## src/rtl/branch_ctrl_if.sv

```systemverilog
// Branch request / resolution bus between decode-execute, branch_ctrl and the fetch PC mux.
// master: requester side (decode/execute and fetch); slave: branch_ctrl.
interface branch_ctrl_if #(
   parameter int VAR_WIDTH = 32
);
   logic                 br_valid;
   logic                 br_ready;
   logic [2:0]           func3;
   logic [VAR_WIDTH-1:0] rs1;
   logic [VAR_WIDTH-1:0] rs2;
   logic [VAR_WIDTH-1:0] pc;
   logic [VAR_WIDTH-1:0] imm;
   logic                 stall;
   logic                 resolve_valid;
   logic                 taken;
   logic                 illegal;
   logic                 redirect_valid;
   logic [VAR_WIDTH-1:0] redirect_pc;
   logic                 flush;

   modport master (
      output br_valid, func3, rs1, rs2, pc, imm, stall,
      input  br_ready, resolve_valid, taken, illegal, redirect_valid, redirect_pc, flush
   );

   modport slave (
      input  br_valid, func3, rs1, rs2, pc, imm, stall,
      output br_ready, resolve_valid, taken, illegal, redirect_valid, redirect_pc, flush
   );
endinterface

```

## src/rtl/branch_ctrl.sv

```systemverilog
// branch_ctrl: one-at-a-time conditional branch resolver.
// IDLE -> EVAL (1 cycle) -> [REDIRECT (held while stall) -> FLUSH (FLUSH_CYCLES)] -> IDLE.
// Optional statistics counters are built only when BRANCH_STATS_EN is defined.
module branch_ctrl #(
   parameter int VAR_WIDTH    = 32,
   parameter int FLUSH_CYCLES = 2
) (
   input  logic        clk,
   input  logic        reset_n,
   branch_ctrl_if.slave bus,
   output logic        busy,
   output logic [31:0] stat_total,
   output logic [31:0] stat_taken
);

   typedef enum logic [1:0] {IDLE, EVAL, REDIRECT, FLUSH} state_t;

   typedef struct packed {
      logic [2:0]           func3;
      logic [VAR_WIDTH-1:0] rs1;
      logic [VAR_WIDTH-1:0] rs2;
      logic [VAR_WIDTH-1:0] pc;
      logic [VAR_WIDTH-1:0] imm;
   } req_t;

   state_t               state, state_nxt;
   req_t                 req, req_nxt;
   logic                 resolve_nxt, taken_nxt, illegal_nxt;
   logic                 redir_v_nxt, flush_nxt;
   logic [VAR_WIDTH-1:0] redir_pc_nxt;
   logic [3:0]           cnt, cnt_nxt;
   logic                 cond, bad_f3;
   logic [VAR_WIDTH-1:0] target;

   assign bus.br_ready = (state == IDLE);
   assign busy         = (state != IDLE);

   // Target wraps modulo 2^VAR_WIDTH; that is legal.
   assign target = req.pc + req.imm;

   // Evaluate the branch condition on the captured operands.
   always_comb begin
      cond   = 1'b0;
      bad_f3 = 1'b0;
      case (req.func3)
         3'b000:  cond = (req.rs1 == req.rs2);
         3'b001:  cond = (req.rs1 != req.rs2);
         3'b100:  cond = ($signed(req.rs1) <  $signed(req.rs2));
         3'b101:  cond = ($signed(req.rs1) >= $signed(req.rs2));
         3'b110:  cond = (req.rs1 <  req.rs2);
         3'b111:  cond = (req.rs1 >= req.rs2);
         default: bad_f3 = 1'b1;
      endcase
   end

   // Next-state and next registered-output logic; pulses default low.
   always_comb begin
      state_nxt    = state;
      req_nxt      = req;
      resolve_nxt  = 1'b0;
      taken_nxt    = 1'b0;
      illegal_nxt  = 1'b0;
      redir_v_nxt  = bus.redirect_valid;
      redir_pc_nxt = bus.redirect_pc;
      flush_nxt    = bus.flush;
      cnt_nxt      = cnt;
      case (state)
         IDLE: begin
            if (bus.br_valid) begin
               req_nxt   = '{bus.func3, bus.rs1, bus.rs2, bus.pc, bus.imm};
               state_nxt = EVAL;
            end
         end
         EVAL: begin
            resolve_nxt = 1'b1;
            state_nxt   = IDLE;
            if (bad_f3 || (cond && target[1:0] != 2'b00)) begin
               illegal_nxt = 1'b1;
            end else if (cond) begin
               taken_nxt    = 1'b1;
               redir_v_nxt  = 1'b1;
               redir_pc_nxt = target;
               state_nxt    = REDIRECT;
            end
         end
         REDIRECT: begin
            if (!bus.stall) begin
               redir_v_nxt = 1'b0;
               if (FLUSH_CYCLES == 0) begin
                  state_nxt = IDLE;
               end else begin
                  flush_nxt = 1'b1;
                  cnt_nxt   = 4'(FLUSH_CYCLES);
                  state_nxt = FLUSH;
               end
            end
         end
         FLUSH: begin
            // Counts down regardless of stall; last flush cycle is cnt==1.
            if (cnt <= 4'd1) begin
               flush_nxt = 1'b0;
               cnt_nxt   = 4'd0;
               state_nxt = IDLE;
            end else begin
               cnt_nxt = cnt - 4'd1;
            end
         end
         default: state_nxt = IDLE;
      endcase
   end

   // State, captured request and registered outputs; reset abandons any branch.
   always_ff @(posedge clk or negedge reset_n) begin
      if (!reset_n) begin
         state              <= IDLE;
         req                <= '0;
         cnt                <= 4'd0;
         bus.resolve_valid  <= 1'b0;
         bus.taken          <= 1'b0;
         bus.illegal        <= 1'b0;
         bus.redirect_valid <= 1'b0;
         bus.redirect_pc    <= '0;
         bus.flush          <= 1'b0;
      end else begin
         state              <= state_nxt;
         req                <= req_nxt;
         cnt                <= cnt_nxt;
         bus.resolve_valid  <= resolve_nxt;
         bus.taken          <= taken_nxt;
         bus.illegal        <= illegal_nxt;
         bus.redirect_valid <= redir_v_nxt;
         bus.redirect_pc    <= redir_pc_nxt;
         bus.flush          <= flush_nxt;
      end
   end

`ifdef BRANCH_STATS_EN
   // Resolution statistics; both wrap naturally at 2^32.
   always_ff @(posedge clk or negedge reset_n) begin
      if (!reset_n) begin
         stat_total <= 32'd0;
         stat_taken <= 32'd0;
      end else if (bus.resolve_valid) begin
         stat_total <= stat_total + 32'd1;
         if (bus.taken) stat_taken <= stat_taken + 32'd1;
      end
   end
`else
   assign stat_total = 32'd0;
   assign stat_taken = 32'd0;
`endif

endmodule

```

## src/flat_wrapper.sv

```systemverilog
// flat-port wrapper written by rule: the top's interface ports become plain ports
module branch_ctrl_flat 
#(
   parameter int VAR_WIDTH    = 32,
   parameter int FLUSH_CYCLES = 2
)
  (clk, reset_n, busy, stat_total, stat_taken, bus_br_valid, bus_func3, bus_rs1, bus_rs2, bus_pc, bus_imm, bus_stall, bus_br_ready, bus_resolve_valid, bus_taken, bus_illegal, bus_redirect_valid, bus_redirect_pc, bus_flush);
  branch_ctrl_if #(.VAR_WIDTH(VAR_WIDTH)) bus_i ();
  input  logic clk;
  input  logic reset_n;
  output logic busy;
  output logic [31:0] stat_total;
  output logic [31:0] stat_taken;
  input wire logic [$bits(bus_i.br_valid)-1:0] bus_br_valid;
  input wire logic [$bits(bus_i.func3)-1:0] bus_func3;
  input wire logic [$bits(bus_i.rs1)-1:0] bus_rs1;
  input wire logic [$bits(bus_i.rs2)-1:0] bus_rs2;
  input wire logic [$bits(bus_i.pc)-1:0] bus_pc;
  input wire logic [$bits(bus_i.imm)-1:0] bus_imm;
  input wire logic [$bits(bus_i.stall)-1:0] bus_stall;
  output wire logic [$bits(bus_i.br_ready)-1:0] bus_br_ready;
  output wire logic [$bits(bus_i.resolve_valid)-1:0] bus_resolve_valid;
  output wire logic [$bits(bus_i.taken)-1:0] bus_taken;
  output wire logic [$bits(bus_i.illegal)-1:0] bus_illegal;
  output wire logic [$bits(bus_i.redirect_valid)-1:0] bus_redirect_valid;
  output wire logic [$bits(bus_i.redirect_pc)-1:0] bus_redirect_pc;
  output wire logic [$bits(bus_i.flush)-1:0] bus_flush;
  assign bus_i.br_valid = bus_br_valid;
  assign bus_i.func3 = bus_func3;
  assign bus_i.rs1 = bus_rs1;
  assign bus_i.rs2 = bus_rs2;
  assign bus_i.pc = bus_pc;
  assign bus_i.imm = bus_imm;
  assign bus_i.stall = bus_stall;
  assign bus_br_ready = bus_i.br_ready;
  assign bus_resolve_valid = bus_i.resolve_valid;
  assign bus_taken = bus_i.taken;
  assign bus_illegal = bus_i.illegal;
  assign bus_redirect_valid = bus_i.redirect_valid;
  assign bus_redirect_pc = bus_i.redirect_pc;
  assign bus_flush = bus_i.flush;
  branch_ctrl #(.VAR_WIDTH(VAR_WIDTH), .FLUSH_CYCLES(FLUSH_CYCLES)) u_core (.clk(clk), .reset_n(reset_n), .bus(bus_i), .busy(busy), .stat_total(stat_total), .stat_taken(stat_taken));
endmodule
```

## config.mk

```make
export PLATFORM = sky130hd
export DESIGN_NAME = branch_ctrl_flat
export DESIGN_NICKNAME = d
export VERILOG_FILES = /design/src/rtl/branch_ctrl_if.sv /design/src/rtl/branch_ctrl.sv /design/src/flat_wrapper.sv
export SDC_FILE = /design/constraint.sdc
export NUM_CORES = 1
export LEC_CHECK = 0
export ABC_CLOCK_PERIOD_IN_PS = 5150
export BUFFER_PORTS_ARGS = -buffer_cell sky130_fd_sc_hd__buf_2
export CORE_MARGIN = 2
export CORE_UTILIZATION = 59
export CTS_CLUSTER_DIAMETER = 100
export DETAILED_ROUTE_END_ITERATION = 6
export PLACE_DENSITY = 0.87
export SLEW_MARGIN = 10
export SYNTH_ARGS = -nofsm -noshare
export SYNTH_HDL_FRONTEND = slang
export SYNTH_SLANG_ARGS = --single-unit
```

## constraint.sdc

```tcl
create_clock -name clk -period 5.15 [get_ports clk]
set_input_delay 0.2575 -clock clk [delete_from_list [all_inputs] [get_ports clk]]
set_output_delay 0.2575 -clock clk [all_outputs]
set_load 0.02 [all_outputs]
```

After elaboration in Yosys (flattened, before gate mapping)

Index checks and enable logic that the tools add are counted.

Register bits: 174
Latch bits: 0
Memory bits (writable): 0
Bits in read-only memories: 0
Input bits: 135
Output and inout bits: 103
Logic and storage cells: 75
Memories kept: 0

$add $sub $neg: 2
Multipliers: 0
Div/mod/pow operators: 0
$lt $le $gt $ge: 5
Eq/ne operators: 15
Shift operators: 0
Mux-type cells: 24
Bitwise logic cells: 1
Reductions and logical operators: 15

Operators with widths:

| cell                  | number |
|---|---|
| $ge A32 B32 Y1        | 2 |
| $lt A32 B32 Y1        | 2 |
| $add A32 B32 Y32      | 1 |
| $eq A32 B32 Y1        | 1 |
| $ne A32 B32 Y1        | 1 |
| $eq A3 B3 Y1 const B  | 4 |
| $mux W1               | 12 |
| $mux W2               | 5 |
| $reduce_and A3 Y1     | 3 |
| $mux W4               | 2 |
| $pmux W2 S4           | 1 |
| $pmux W4 S2           | 1 |
| $reduce_bool A2 Y1    | 4 |
| $ne A2 B2 Y1 const B  | 3 |
| $pmux W1 S6           | 1 |
| $reduce_or A6 Y1      | 1 |
| $eq A2 B2 Y1 const B  | 2 |
| $le A4 B1 Y1 const B  | 1 |
| $ne A2 B1 Y1 const B  | 2 |
| $pmux W1 S2           | 2 |
| $reduce_and A2 Y1     | 2 |
| $reduce_and A4 Y1     | 1 |
| $sub A4 B1 Y4 const B | 1 |
| $eq A3 B1 Y1 const B  | 1 |
| other kinds (6)       | 6 |

Longest topological paths before layout

Depth after elaboration: 6
Gate-level depth with buffers: 13
Gate-level depth less buffers: 11

Worst setup path before layout

No wires, ideal clock.

Path type: reg-to-reg
Start point: reg u_core.req[97] (netlist bit)
End point: reg u_core.bus.redirect_pc[10]
Setup time: 0.125 ns
Arrival: 2.814 ns
Data required time: 5.025 ns
Setup slack: 2.211 ns
Cell stages (with the launch flop): 12
Path buffers: 1
Period minus slack after synthesis: 2.939 ns
Cells stage by stage: dfrtp_1 ha_1 nor2b_4 o211ai_2 a21oi_1 o41a_4 nor3_1 mux2i_1 o22a_4 inv_6 buf_12 mux2_4

Cells in the longest elaborated chain, start to end: 6
Elaborated cells on any way between the ends: 11
Classes of those cells: order compare: 4; eq/ne: 2; mux: 1; bitwise: 1; reduce/logical: 3

RTL lines:

| what                                         | line                 | text |
|---|---|---|
| start: declaration                           | branch_ctrl.sv:27    | `req_t req, req_nxt;` |
| start signal: assignment                     | branch_ctrl.sv:126   | `req <= req_nxt;` |
| $ge A32 B32 Y1, or another cell as far along | branch_ctrl.sv:51    | `3'b111: cond = (req.rs1 >= req.rs2);` |
| $pmux W1 S6 (*)                              | branch_ctrl.sv:45    | `case (req.func3)` |
| $logic_and A1 B1 Y1                          | branch_ctrl.sv:77    | `if (bad_f3 \|\| (cond && target[1:0] != 2'b00)) begin` |
| $logic_or A1 B1 Y1                           | branch_ctrl.sv:77    |  |
| $not A1 Y1 (no source line)                  | n/a                  |  |
| $reduce_and A3 Y1 (no source line) (*)       | n/a                  |  |
| end signal: assignment                       | branch_ctrl.sv:132   | `bus.redirect_pc <= redir_pc_nxt;` |
| end: declaration                             | branch_ctrl_if.sv:28 | `output br_ready, resolve_valid, taken, illegal, redirect_valid, redirect_pc, flush` |

Mark *: on every way between the ends. The rest lies on a longest branch, timed or not.
A chain may end at the register's enable or synchronous reset.

Final worst setup path

Start point: reg u_core.req[127] (netlist bit)
End point: reg u_core.bus.redirect_pc[6]

The elaborated chain is that of the path after synthesis.

==> results.json <==
{
  "h-tree-depth": 4,
  "first_global_vias": 7067,
  "antenna_found_initial": 1,
  "globalRouteMet1Util_pct": 31.03,
  "num_io_pins": 238,
  "met3_usage_pct": 6.015,
  "synth_seq_area_share_pct": 44.58,
  "clock_skew_ns": 0.007399,
  "die_area_um2": 17600,
  "tightest_slew_ns": 0.9199,
  "worst_setup_path_start_kind": "flop",
  "setup-tns-final_ns": 0,
  "synth_warnings": 0,
  "rsz0062_at_grt": "false",
  "status": "completed",
  "cts_setup_buffers": 0,
  "worst-path-buf-inv": 1,
  "grt_pass1_wl_mm": 34.20,
  "hold_viol_final": 0,
  "crit_family": "simple AND/OR/NAND/NOR gates",
  "max_slew_margin_pct": 37.70,
  "final-max-slew-violation-count": 0,
  "top_usage_layer": "met2",
  "worstSetupEndpointType": "flop",
  "hp-class": "in -> reg",
  "cap_violations": 0,
  "p_leak_nw": 5.409,
  "core_um2": 16410,
  "register_area_um2": 4354,
  "vias": 7000,
  "io_buffers": 173,
  "rows": 47,
  "cp_cell_sequence": "ha_1, nand4_1, nor4_2, nand4_1, and2_1, nand3_1, mux2i_1, o22a_4, inv_6, mux2_2",
  "cp_slowest_stage_delay_ns": 0.47,
  "syn-cell-area_um2": 9767,
  "use_met2_pct": 40.41,
  "avgSynthCellArea_um2": 10.91,
  "cpMaxStageDelayCell": "ha_1",
  "fin_nets": 1264,
  "placed_area_um2": 10570,
  "power_frac_clock_pct": 16.3,
  "synth-edff-count": 0,
  "multi_input_area_um2": 4830,
  "fin_area_um2": 11200,
  "cts_root_buffer": "clkbuf_16",
  "insertion_delay_ns": 0.43,
  "final_util_pct": 68.25,
  "drt_wl_total_mm": 20.72,
  "overflow": 0,
  "async_flop_share_pct": 100.0,
  "p_sw_share_pct": 41.61,
  "dr.pass1.iters": 6,
  "worstSetupPathType": "reg -> reg",
  "critPathArrivalTime_ns": 3.67,
  "drive_gt1_share_pct": 32.06,
  "cts_resized": 0,
  "cp_common_cell": "nand4_1",
  "vias_per_cell": 5.393,
  "cts.path.max_buffers": 2,
  "period_share_pct": 65.33,
  "cp.depth": 10,
  "cts_made_buffers": 17,
  "chipWidth_um": 132.7,
  "avgRoutedWirePerCell_um": 15.96,
  "setup_viol": 0,
  "syn_inst": 895,
  "drt_iter0_drc": 321,
  "ys_types": 65,
  "ir_drop_mv": 0.4323,
  "clk_pin_slew_ns": 0.07,
  "track_usage_pct": 24.23,
  "areaGrowthSynthToFinish_pct": 14.64,
  "detail-route-antenna-nets": 0,
  "combPwrFrac_pct": 54.2,
  "cp.required_ns": 5.46,
  "die_y_um": 132.7,
  "critPathMaxFanout": 28,
  "internal_power_mw": 4.833,
  "sequentialPowerShare_pct": 29.5,
  "synth-main-ff-cell": "dfrtp_1",
  "hold_depth": 3,
  "hpwlAfterDp_mm": 15.19,
  "drc": 0,
  "start_util_pct": 59.53,
  "finalWorstPathRequiredPeriod_ns": 3.364,
  "clkSinkCount": 174,
  "p_per_area_nw_per_um2": 739.2,
  "power.net_switching_mw": 3.444,
  "gp_congestion": 0.8959,
  "fillers": 1211,
  "synth_seq_cells": 174,
  "fmax_mhz": 297.2,
  "grt_max_degree": 120,
  "reg2regPathDepth": 10,
  "cts_tree": "built"
}
worst min-delay path, delay by kind of cell:
kind	cells	cell delay (ns)
simple gates	1	0.03
buf+inv	1	0.07
compound gates	1	0.06
area by class of cell:
class                   instances  share of cell area [%]
multi-input cells             640                   43.13
flip-flops and latches        174                   38.89
repair buffers                177                   8.191
clock buffers                  17                   3.799
well taps                     220                   2.458
inverters                      53                   1.821
clock inverters                15                   1.665
diodes                          2                 0.04470
cell usage in the layout, fill, tap and decap left out, types with 3 or more instances in the layout:
| master | count |
|---|---|
| xnor2_1 | 13 |
| bufinv_16 | 3 |
| mux2_4 | 17 |
| mux2i_1 | 4 |
| a21oi_1 | 42 |
| o221ai_1 | 4 |
| o211ai_1 | 6 |
| ha_1 | 65 |
| nand3_1 | 12 |
| nand2_1 | 64 |
| xor2_1 | 7 |
| o21ai_1 | 3 |
| inv_6 | 4 |
| and3_1 | 4 |
| nor3_1 | 12 |
| o2111ai_1 | 4 |
| dfrtp_1 | 174 |
| inv_1 | 52 |
| a211oi_1 | 12 |
| mux2_2 | 105 |
| conb_1 | 64 |
| nand2b_1 | 12 |
| o21ai_0 | 56 |
| o21a_1 | 10 |
| nor2b_1 | 8 |
| a21o_1 | 15 |
| clkbuf_16 | 17 |
| nand4_1 | 7 |
| buf_2 | 172 |
| o31ai_1 | 7 |
| nor2_1 | 34 |
| o311ai_0 | 3 |
| or3_1 | 4 |
| clkinv_2 | 3 |
| and2_1 | 9 |
Yosys cell counts (all sizes together) (4+ instances only):
library cell  count  share of area [%]
clkbuf           23               0.88
o2111ai           4               0.36
xnor2            13                1.2
mux2            122                 15
and3              4               0.26
a211oi           12               0.92
nor2b             9               0.65
o311ai            4               0.36
inv              53                2.1
nand2            64                2.5
o21a             10               0.77
a21o             15                1.2
nand3            12               0.61
buf              68                5.4
nand2b           12               0.77
a21oi            43                2.2
o221ai            4               0.36
nand4             7               0.45
or3               4               0.26
o21ai            59                3.0
o211ai            7               0.59
nor3             12               0.61
ha               65                8.3
xor2              7               0.63
o31ai             7               0.54
mux2i             4               0.41
nor2             34                1.3
dfrtp           174                 45
and2             10               0.64
repair_timing:
item                                    CTS  global route
endpoints found under the setup margin    0             0
hold buffers                              1             0
endpoints found under the hold margin    45             0
flip-flops by register name (all words and copies together) (netlist names), named ones only:
register and cells:
u_core.req 131, u_core.bus.redirect_pc 32, u_core.cnt 4, u_core.bus.flush 1, u_core.bus.illegal 1, u_core.bus.redirect_valid 1, u_core.bus.resolve_valid 1, u_core.bus.taken 1
u_core.state 1
metrics by stage:
step                      total power [mW]  hold WS [ns]  setup WS (ns)  std cells
final                                8.277       0.03351          1.786       1298
after global routing                 8.927       0.03125          1.556       1296
after CTS                            8.275       0.02135          1.797       1296
after detailed placement             6.850        0.2091          1.820       1263
after global placement               6.650        0.2115          1.877       1263
after floorplan                      5.859      -0.03809          2.211        958
logic make-up after synthesis:
| group | after synthesis | synth area share, % |
|---|---|---|
| AO/OA/AOI/OAI | 187 | 12.55 |
| XOR/XNOR | 20 | 1.794 |
| adder cells (fa/ha/maj) | 66 | 8.532 |
| buffers and inverters | 144 | 8.417 |
| flip-flops | 174 | 44.58 |
| multiplexers | 126 | 15.13 |
| other | 1 | 0.03840 |
| AND/OR/NAND/NOR | 177 | 8.955 |
power groups by stage:
stage | sequential, mW | clock (mW) | combinational [mW]
2_1_floorplan | 2.47 | 0 | 3.39
3_3_place_gp | 2.42 | 0 | 4.23
3_5_place_dp | 2.46 | 0 | 4.40
4_1_cts | 2.44 | 1.36 | 4.48
5_1_grt | 2.52 | 1.42 | 4.99
6_report | 2.44 | 1.35 | 4.49
per-layer routing:
layer  up-vias  wire, um
met3        37      1156
met2       215      9938
li1       3379         -
met4         0       473
met5         -         0
met1      3369      9147
path summary, 6_finish.rpt:
kind,start,endpoint,slack [ns]
hold reg to reg,u_core.bus.redirect_pc[1],u_core.bus.redirect_pc[1],0.49
setup / recovery,u_core.req[127],u_core.bus.redirect_pc[6],1.79
hold / removal,bus_rs2[11],u_core.req[75],0.03
max in group asynchronous,reset_n,u_core.bus.redirect_pc[23],3.57
setup reg to reg,u_core.req[127],u_core.bus.redirect_pc[6],1.79
min in group asynchronous,reset_n,u_core.req[83],0.32
Note: power is estimated with default switching activity, not from simulation.
